**config.mk**
```make
export PLATFORM = sky130hd
export DESIGN_NAME = lsu_mem_port_flat
export DESIGN_NICKNAME = d
export VERILOG_FILES = /design/src/rtl/lsu_mem_port_if.sv /design/src/rtl/lsu_mem_port.sv /design/src/flat_wrapper.sv
export SDC_FILE = /design/constraint.sdc
export NUM_CORES = 1
export LEC_CHECK = 0
export CAP_MARGIN = 10
export CORE_MARGIN = 2
export CORE_UTILIZATION = 40
export DETAILED_ROUTE_END_ITERATION = 6
export PLACE_DENSITY = 0.69
export SYNTH_ARGS = -nofsm -noshare
export SYNTH_HDL_FRONTEND = slang
export SYNTH_SLANG_ARGS = --single-unit
export TNS_END_PERCENT = 20
```
**constraint.sdc**
```tcl
create_clock -name clk -period 3 [get_ports clk]
set_input_delay 0.45 -clock clk [delete_from_list [all_inputs] [get_ports clk]]
set_output_delay 0.45 -clock clk [all_outputs]
set_load 0.02 [all_outputs]
```
**src/rtl/lsu_mem_port_if.sv**
```systemverilog
// Data-memory port between the load/store unit and a word-addressed memory.
//   mem_req_valid/mem_req_ready : request handshake (LSU -> memory)
//   mem_we, mem_addr, mem_be,
//   mem_wdata                   : request payload, held stable until accepted
//   mem_rsp_valid, mem_rdata    : read data / write acknowledge (memory -> LSU)
// master = LSU side, slave = memory side.
interface lsu_mem_port_if;
  logic        mem_req_valid;
  logic        mem_req_ready;
  logic        mem_we;
  logic [31:0] mem_addr;
  logic [3:0]  mem_be;
  logic [31:0] mem_wdata;
  logic        mem_rsp_valid;
  logic [31:0] mem_rdata;

  modport master (
    output mem_req_valid, mem_we, mem_addr, mem_be, mem_wdata,
    input  mem_req_ready, mem_rsp_valid, mem_rdata
  );

  modport slave (
    input  mem_req_valid, mem_we, mem_addr, mem_be, mem_wdata,
    output mem_req_ready, mem_rsp_valid, mem_rdata
  );
endinterface

```
**src/rtl/lsu_mem_port.sv**
```systemverilog
// Load/store unit: accepts one RV32I load/store at a time, checks funct3 and
// alignment, drives the data-memory port and returns a formatted result.
//   clk, rst_n            : clock, synchronous active-low reset
//   req_valid/req_ready   : pipeline request handshake (ready only in IDLE)
//   is_store, funct3,
//   addr, wdata           : request fields
//   resp_valid            : one-cycle completion pulse
//   resp_rdata            : formatted load data (0 for stores and errors)
//   resp_misaligned,
//   resp_fault            : misalignment / illegal funct3 or bus timeout
//   mem                   : data-memory port (master side)
module lsu_mem_port #(
  parameter int unsigned TIMEOUT_CYCLES = 255
) (
  input  logic        clk,
  input  logic        rst_n,
  input  logic        req_valid,
  output logic        req_ready,
  input  logic        is_store,
  input  logic [2:0]  funct3,
  input  logic [31:0] addr,
  input  logic [31:0] wdata,
  output logic        resp_valid,
  output logic [31:0] resp_rdata,
  output logic        resp_misaligned,
  output logic        resp_fault,
  lsu_mem_port_if.master mem
);

  typedef enum logic [1:0] {S_IDLE, S_ISSUE, S_WAIT, S_RESP} state_t;

  state_t      r_state, w_next;
  logic        r_is_store;
  logic [2:0]  r_funct3;
  logic [31:0] r_addr;
  logic [31:0] r_wdata;
  logic [31:0] r_rdata;
  logic        r_mis;
  logic        r_fault;
  logic [31:0] r_cnt;

  logic        w_illegal;
  logic        w_misal;
  logic        w_timeout;
  logic [3:0]  w_be;
  logic [31:0] w_wd;
  logic [7:0]  w_byte;
  logic [15:0] w_half;
  logic [31:0] w_load;

  // Request classification on the live inputs (only used in IDLE).
  always_comb begin
    if (is_store) w_illegal = (funct3 > 3'd2);
    else          w_illegal = (funct3 == 3'b011) || (funct3[2:1] == 2'b11);
    case (funct3[1:0])
      2'b01:   w_misal = addr[0];
      2'b10:   w_misal = (addr[1:0] != 2'b00);
      default: w_misal = 1'b0;
    endcase
  end

  assign w_timeout = (TIMEOUT_CYCLES != 0) && (r_cnt == TIMEOUT_CYCLES - 1);

  // Store lane steering; loads read the whole word.
  always_comb begin
    w_be = 4'b1111;
    w_wd = '0;
    if (r_is_store) begin
      w_wd = r_wdata;
      case (r_funct3[1:0])
        2'b00: begin
          w_be = 4'b0001 << r_addr[1:0];
          w_wd = {4{r_wdata[7:0]}};
        end
        2'b01: begin
          w_be = r_addr[1] ? 4'b1100 : 4'b0011;
          w_wd = {2{r_wdata[15:0]}};
        end
        default: ;
      endcase
    end
  end

  // Load extraction and sign/zero extension.
  always_comb begin
    case (r_addr[1:0])
      2'd0:    w_byte = mem.mem_rdata[7:0];
      2'd1:    w_byte = mem.mem_rdata[15:8];
      2'd2:    w_byte = mem.mem_rdata[23:16];
      default: w_byte = mem.mem_rdata[31:24];
    endcase
    w_half = r_addr[1] ? mem.mem_rdata[31:16] : mem.mem_rdata[15:0];
    case (r_funct3)
      3'b000:  w_load = {{24{w_byte[7]}}, w_byte};
      3'b100:  w_load = {24'd0, w_byte};
      3'b001:  w_load = {{16{w_half[15]}}, w_half};
      3'b101:  w_load = {16'd0, w_half};
      default: w_load = mem.mem_rdata;
    endcase
  end

  always_ff @(posedge clk) begin
    if (!rst_n) r_state <= S_IDLE;
    else        r_state <= w_next;
  end

  always_ff @(posedge clk) begin
    if (!rst_n) begin
      r_is_store <= 1'b0;
      r_funct3   <= '0;
      r_addr     <= '0;
      r_wdata    <= '0;
      r_rdata    <= '0;
      r_mis      <= 1'b0;
      r_fault    <= 1'b0;
      r_cnt      <= '0;
    end else begin
      case (r_state)
        S_IDLE: if (req_valid) begin
          r_is_store <= is_store;
          r_funct3   <= funct3;
          r_addr     <= addr;
          r_wdata    <= wdata;
          r_rdata    <= '0;
          r_fault    <= w_illegal;
          // Illegal funct3 masks any misalignment report.
          r_mis      <= !w_illegal && w_misal;
        end
        S_ISSUE: if (mem.mem_req_ready) r_cnt <= '0;
        S_WAIT: begin
          if (mem.mem_rsp_valid) begin
            if (!r_is_store) r_rdata <= w_load;
          end else if (w_timeout) begin
            r_fault <= 1'b1;
          end else begin
            r_cnt <= r_cnt + 32'd1;
          end
        end
        default: ;
      endcase
    end
  end

  always_comb begin
    w_next            = r_state;
    req_ready         = 1'b0;
    resp_valid        = 1'b0;
    resp_rdata        = '0;
    resp_misaligned   = 1'b0;
    resp_fault        = 1'b0;
    mem.mem_req_valid = 1'b0;
    mem.mem_we        = 1'b0;
    mem.mem_addr      = '0;
    mem.mem_be        = '0;
    mem.mem_wdata     = '0;
    case (r_state)
      S_IDLE: begin
        req_ready = 1'b1;
        if (req_valid) w_next = (w_illegal || w_misal) ? S_RESP : S_ISSUE;
      end
      S_ISSUE: begin
        mem.mem_req_valid = 1'b1;
        mem.mem_we        = r_is_store;
        mem.mem_addr      = {r_addr[31:2], 2'b00};
        mem.mem_be        = w_be;
        mem.mem_wdata     = w_wd;
        if (mem.mem_req_ready) w_next = S_WAIT;
      end
      S_WAIT: if (mem.mem_rsp_valid || w_timeout) w_next = S_RESP;
      S_RESP: begin
        resp_valid      = 1'b1;
        resp_rdata      = r_rdata;
        resp_misaligned = r_mis;
        resp_fault      = r_fault;
        w_next          = S_IDLE;
      end
      default: w_next = S_IDLE;
    endcase
  end

endmodule
```
**src/flat_wrapper.sv**
```systemverilog
// flat-port wrapper written by rule: the top's interface ports become plain ports
module lsu_mem_port_flat 
#(
  parameter int unsigned TIMEOUT_CYCLES = 255
)
  (clk, rst_n, req_valid, req_ready, is_store, funct3, addr, wdata, resp_valid, resp_rdata, resp_misaligned, resp_fault, mem_mem_req_valid, mem_mem_we, mem_mem_addr, mem_mem_be, mem_mem_wdata, mem_mem_req_ready, mem_mem_rsp_valid, mem_mem_rdata);
  lsu_mem_port_if mem_i ();
  input  logic clk;
  input  logic rst_n;
  input  logic req_valid;
  output logic req_ready;
  input  logic is_store;
  input  logic [2:0] funct3;
  input  logic [31:0] addr;
  input  logic [31:0] wdata;
  output logic resp_valid;
  output logic [31:0] resp_rdata;
  output logic resp_misaligned;
  output logic resp_fault;
  output wire logic [$bits(mem_i.mem_req_valid)-1:0] mem_mem_req_valid;
  output wire logic [$bits(mem_i.mem_we)-1:0] mem_mem_we;
  output wire logic [$bits(mem_i.mem_addr)-1:0] mem_mem_addr;
  output wire logic [$bits(mem_i.mem_be)-1:0] mem_mem_be;
  output wire logic [$bits(mem_i.mem_wdata)-1:0] mem_mem_wdata;
  input wire logic [$bits(mem_i.mem_req_ready)-1:0] mem_mem_req_ready;
  input wire logic [$bits(mem_i.mem_rsp_valid)-1:0] mem_mem_rsp_valid;
  input wire logic [$bits(mem_i.mem_rdata)-1:0] mem_mem_rdata;
  assign mem_mem_req_valid = mem_i.mem_req_valid;
  assign mem_mem_we = mem_i.mem_we;
  assign mem_mem_addr = mem_i.mem_addr;
  assign mem_mem_be = mem_i.mem_be;
  assign mem_mem_wdata = mem_i.mem_wdata;
  assign mem_i.mem_req_ready = mem_mem_req_ready;
  assign mem_i.mem_rsp_valid = mem_mem_rsp_valid;
  assign mem_i.mem_rdata = mem_mem_rdata;
  lsu_mem_port #(.TIMEOUT_CYCLES(TIMEOUT_CYCLES)) u_core (.clk(clk), .rst_n(rst_n), .req_valid(req_valid), .req_ready(req_ready), .is_store(is_store), .funct3(funct3), .addr(addr), .wdata(wdata), .resp_valid(resp_valid), .resp_rdata(resp_rdata), .resp_misaligned(resp_misaligned), .resp_fault(resp_fault), .mem(mem_i));
endmodule
```
; ---- Yosys cells after proc, flatten, opt, wreduce, memory -nomap -nowiden
; Cells that the tools add are included.
[word_totals]
register_bits = 136
inputBits = 105
output_inout_bits = 106
elab_cells = 88
[op_classes]
n_addsub = 1
n_lt_le_gt_ge = 1
n_eq_ne = 22
shifts = 1
mux = 37
reduce_logical = 17
[ops]
columns = operator, count
row1 = 32-bit two-way mux, 10
row2 = 32-bit one-hot mux with 2 select lines, 3
row3 = 32-bit one-hot mux with 4 select lines, 1
row4 = 32-bit by 1-bit adder with 32-bit output (second input constant), 1
row5 = 32-bit by 8-bit == test with 1-bit output (second input constant), 1
row6 = 8-bit one-hot mux with 3 select lines, 1
row7 = 16-bit two-way mux, 1
row8 = 4-bit two-way mux, 3
row9 = 2-bit inequality test (second input constant), 6
row10 = 4-bit AND reduction, 3
row11 = 2-bit == test (second input constant), 5
row12 = 1-bit two-way mux, 10
row13 = 2-bit by 1-bit == test with 1-bit output (second input constant), 4
row14 = 2-bit two-way mux, 4
row15 = 2-bit one-hot mux with 4 select lines, 1
row16 = 4-bit one-hot mux with 2 select lines, 1
row17 = 3-bit == test (second input constant), 2
row18 = 2-bit logical NOT, 3
row19 = 2-bit nonzero test, 3
row20 = 2-bit by 1-bit inequality test with 1-bit output (second input constant), 2
row21 = 1-bit one-hot mux with 2 select lines, 2
row22 = 1-bit by 2-bit left shift with 4-bit output (first input constant), 1
row23 = 3-bit by 1-bit == test with 1-bit output (second input constant), 1
row24 = 3-bit by 2-bit == test with 1-bit output (second input constant), 1
row25 = 7 further kinds, 9

; ---- Logic depth before layout (Yosys ltp)
[logic_depth]
word_depth = 7
ltp_mapped = 10
depth_no_buf = 8

; ---- Worst setup path before layout
; Ideal clock, no wire load.
[synth_path]
path_type = flip-flop to flip-flop
from = register u_core.r_state[1]
to = register u_core.r_cnt[25]
setup_ns = 0.128
arrival_time_ns = 2.147
required_ns = 2.872
setup_slack_ns = 0.725
stages_incl_launch_ff = 11
n_path_buf = 2
synth_period_minus_slack_ns = 2.275
path_cell_list = dfxtp_1 > inv_1 > ha_1 > buf_2 > mux2i_1 > a211oi_1 > and2_1 > buf_2 > nand4_1 > xor2_1 > nor2_1
[synth_via]
elab_chain_cells = 3
elab_cells_between_ends = 8
cone_classes = eq/ne: 5 / mux: 1 / reduce/logical: 2
[synth_rtl]
columns = element, line
row1 = from (decl), lsu_mem_port.sv:32  ; state_t r_state, w_next;
row2 = from (signal assigned), lsu_mem_port.sv:104  ; else r_state <= w_next;
row3 = 2-bit == test or 2-bit by 1-bit == test with 1-bit output (tied branches), lsu_mem_port.sv:118  ; case (r_state)
row4 = 2-bit inequality test (no line) or 2-bit nonzero test (tied branches), --
row5 = 4-bit AND reduction (no line), --
row6 = to (signal assigned), lsu_mem_port.sv:136  ; r_cnt <= r_cnt + 32'd1;
row7 = to (decl), lsu_mem_port.sv:40  ; logic [31:0] r_cnt;
; Several ways; a longest one is shown, not always the timed one.
; A chain may end at the register's enable or synchronous reset.

; ---- Worst setup path in the final report
[layout_path]
from = register u_core.r_state[1]
to = output mem_mem_wdata[8]
[layout_via]
elab_chain_cells = 2
[layout_rtl]
columns = element, line
row1 = 2-bit by 1-bit == test with 1-bit output, lsu_mem_port.sv:156  ; case (r_state)
row2 = 32-bit two-way mux, lsu_mem_port.sv:156
row3 = to (decl), flat_wrapper.sv:24  ; output wire logic [$bits(mem_i.mem_wdata)-1:0] mem_mem_wdata;
; Every way passes these cells.

==> metrics.md <==
| Metric | Value |
|---|---|
| Outcome | finished clean |
| #FFs+latches synth | 136 |
| GRT Residual Overflow | 0 |
| Top FF cell, synth | dfxtp_1 |
| Min Clock Period, post-route | 2.79 ns |
| Avg WL per Cell | 16.5 um |
| Critical Path End Type | output port |
| Met2 global-route usage | 0.358 |
| Hold Path Stages | 2 |
| Crit Path Max Fanout | 11 |
| Worst slew pin tran | 0.785 ns |
| Area contributors post-synth | dfxtp_1 (38%), nand2_1 (11%), a21boi_0 (9.2%) |
| VDD IR max | 484 uV |
| Top-level I/O count | 211 |
| Total number of vias | 7065 |
| Seq/Total Area, Yosys | 0.375 |
| Routed Antenna Nets | 0 |
| Yosys warns | 0 |
| Max cap viols | 0 |
| Most common cell after layout, fill and taps aside | clkdlybuf4s50_1 |
| R2r setup slk | 0.60 ns |
| Reg-to-Reg End | u_core.r_cnt[19] |
| Drt via density | 5.21 |
| Clk root buf | clkbuf_16 |
| All-Layer GR Usage | 0.228 |
| Synthesized area per cell | 7.79 um^2 |
| Starting Density | 0.405 |
| P&R area growth vs syn | 40.7% |
| First-pass GRT wire length | 35400 um |
| TritonCTS Buffers | 17 |
| Area of the core region | 17900 um^2 |
| Critical Path RT | 2.55 ns |
| PwrDens | 667 nW/um^2 |
| Data arrival time of the worst path | 2.34 ns |
| Row cnt | 49 |
| Largest net degree at the start of global routing | 88 |
| Commonest non-fill, non-tap cells in the layout | clkdlybuf4s50_1 (207), nand2_1 (203), dfxtp_1 (135) |
| PortBufs | 208 |
| Crit path kind | flip-flop to output port |
| Die height | 139 um |
| Startpoint types | flip-flop |
| Initial antenna violation count | 1 |
| Max Fclk | 358 MHz |
| Final hold violation count | 0 |
| Yosys cell types | 57 |
| Reg clk slew, reported paths | 0.06 ns |
| CTS tree | done |
| Mapped Area | 7260 um^2 |
| Post-Route WL | 22400 um |
| Final worst-path cycle share | 0.931 |
| RePlAce Congestion | 0.923 |
| Final TNS setup | 0 ns |
| Die Wd | 139 um |
| RSZ-0062 raised after global routing | false |
| First-pass iteration count of the detailed router | 4 |
| Vias in the first global route | 6602 |
| HPWL after DPL | 15500 um |
| Clock buffer depth | 2 |
| Final-stage net count | 1228 |
| H-tree depth | 4 |
| Post-cts sizing count | 0 |
| Synthesized instance count | 932 |
| Post-synth EDFFs | 0 |
| Met3 usage | 0.0860 |
| Hold EP | u_core.r_addr[4] |
| Layout cells sized above 1 | 0.0657 |
| Setup Buffers After CTS | 0 |
| HP Start | u_core.r_addr[4] |
| Leakage | 3.69 nW |
| Hold Crit Class | flip-flop to flip-flop |
| DR iter-0 viols | 462 |
| Cell count of the worst reg-to-reg path | 8 |
| Cell taking the most area after synthesis | dfxtp_1 |
| Diode count | 0 |
| Worst Clk Skew | 0.00691 ns |
| Clock sink total | 136 |
| Share of the synthesized area in the top cell type | 0.375 |
| WHS | 0.458 ns |
| M1 GR Usage | 0.293 |
| Final Max Tran Viols | 0 |
| R2r startpoint | u_core.r_cnt[0] |
| Clock latency on the worst-skew pair | 0.42 ns |
| Ys async rst share | 0 |
| Die area | 19200 um^2 |
| Slew HR | 0.477 |
| Final count of negative-setup-slack endpoints | 0 |
| Cts hold-fix bufs | 0 |
| DRC viols | 0 |
| GRT busiest layer | met2 |
## layer usage
layer | up-vias | share of wire
li1 | 3531 | -
met1 | 3242 | 0.44
met2 | 258 | 0.45
met3 | 32 | 0.092
met4 | 2 | 0.017
met5 | - | 0.00072
## power breakdown
part	total (mW)	internal (mW)	switching, mW
combinational	2.26	0.850	1.41
sequential	2.18	2.03	0.150
clock	2.37	1.55	0.817
total	6.81	4.43	2.38
## worst max-delay path, cell delays in order, from the launching register on
cell	delay (ns)
dfxtp_1	0.33
inv_1	0.08
ha_1	0.18
nand2_1	0.26
buf_4	0.27
a21oi_1	0.15
clkdlybuf4s50_1	0.63
## sequential cells by signal, summed over array words and instances, names as in the netlist
signal / count
u_core.r_addr: 32
u_core.r_cnt: 32
u_core.r_fault: 1
u_core.r_funct3: 3
u_core.r_is_store: 1
u_core.r_mis: 1
u_core.r_rdata: 32
u_core.r_state: 2
u_core.r_wdata: 32
## cells in the mapped netlist (3+ instances only)
cell type    n
and2_1      73
mux2i_1     23
nor2_1      64
nor3b_1      6
nor3_1       3
and4_1       5
a31o_2       3
o221ai_1     5
nor4_1       4
ha_1         9
dfxtp_1    136
nand3_1     12
inv_1       21
a21boi_0    89
clkbuf_1    55
a21oi_1     36
nand2b_1     3
o22ai_1      3
a31oi_1      3
a21o_1       3
and3_1      14
nor2b_1     18
a41o_1       3
a22oi_1      8
buf_2        7
buf_1        6
a2111oi_0    5
a221o_1      8
or3_1        4
xnor2_1      5
nand4_1     10
o21ai_0     40
xor2_1      12
nand2_1    204
## logic make-up (layout without fill, tap and decap cells)
group | after synthesis | after routing | share of synthesized area
muxes | 26 | 26 | 0.0395
other | 1 | 2 | 0.000517
buffers and inverters | 91 | 285 | 0.0493
adders and majority gates | 9 | 9 | 0.0155
and+or+nand+nor | 431 | 431 | 0.286
AOI/OAI and AO/OA | 221 | 221 | 0.213
xor gates and xnor gates | 17 | 17 | 0.0205
DFF | 136 | 136 | 0.375
## final cells by class
type | count | area [um^2]
multi-input cells | 706 | 4190
well taps | 229 | 287
clock buffers | 22 | 474
repair buffers | 232 | 2270
clock inverters | 10 | 189
flip-flops and latches | 136 | 2720
fillers | 1694 | 7690
inverters | 21 | 78.8
## worst max path at each step
stage                      startpoint                to  slack (ns)  cells past startpoint
global placement    u_core.r_state[1]     mem_mem_be[2]        0.54                      5
CTS                 u_core.r_state[1]     mem_mem_be[2]        0.08                      5
global route        u_core.r_state[0]  mem_mem_wdata[8]        0.06                      5
finish              u_core.r_state[1]  mem_mem_wdata[8]        0.21                      6
detailed placement  u_core.r_state[1]  u_core.r_cnt[25]        0.55                     10
floorplan           u_core.r_state[1]  u_core.r_cnt[25]        0.73                     10
## metrics by stage
stage	instances	worst slack, ns	power, mW	utilization	cell area, um^2
after CTS	1356	0.0806	6.84	0.570	10200
after global placement	1324	0.543	4.46	0.533	9540
after detailed placement	1324	0.549	4.48	0.533	9540
after global routing	1356	0.0647	7.16	0.570	10200
after floorplan	933	0.725	3.59	-	7260
final	1356	0.207	6.81	0.570	10200
(Power assumes the default switching activity.)
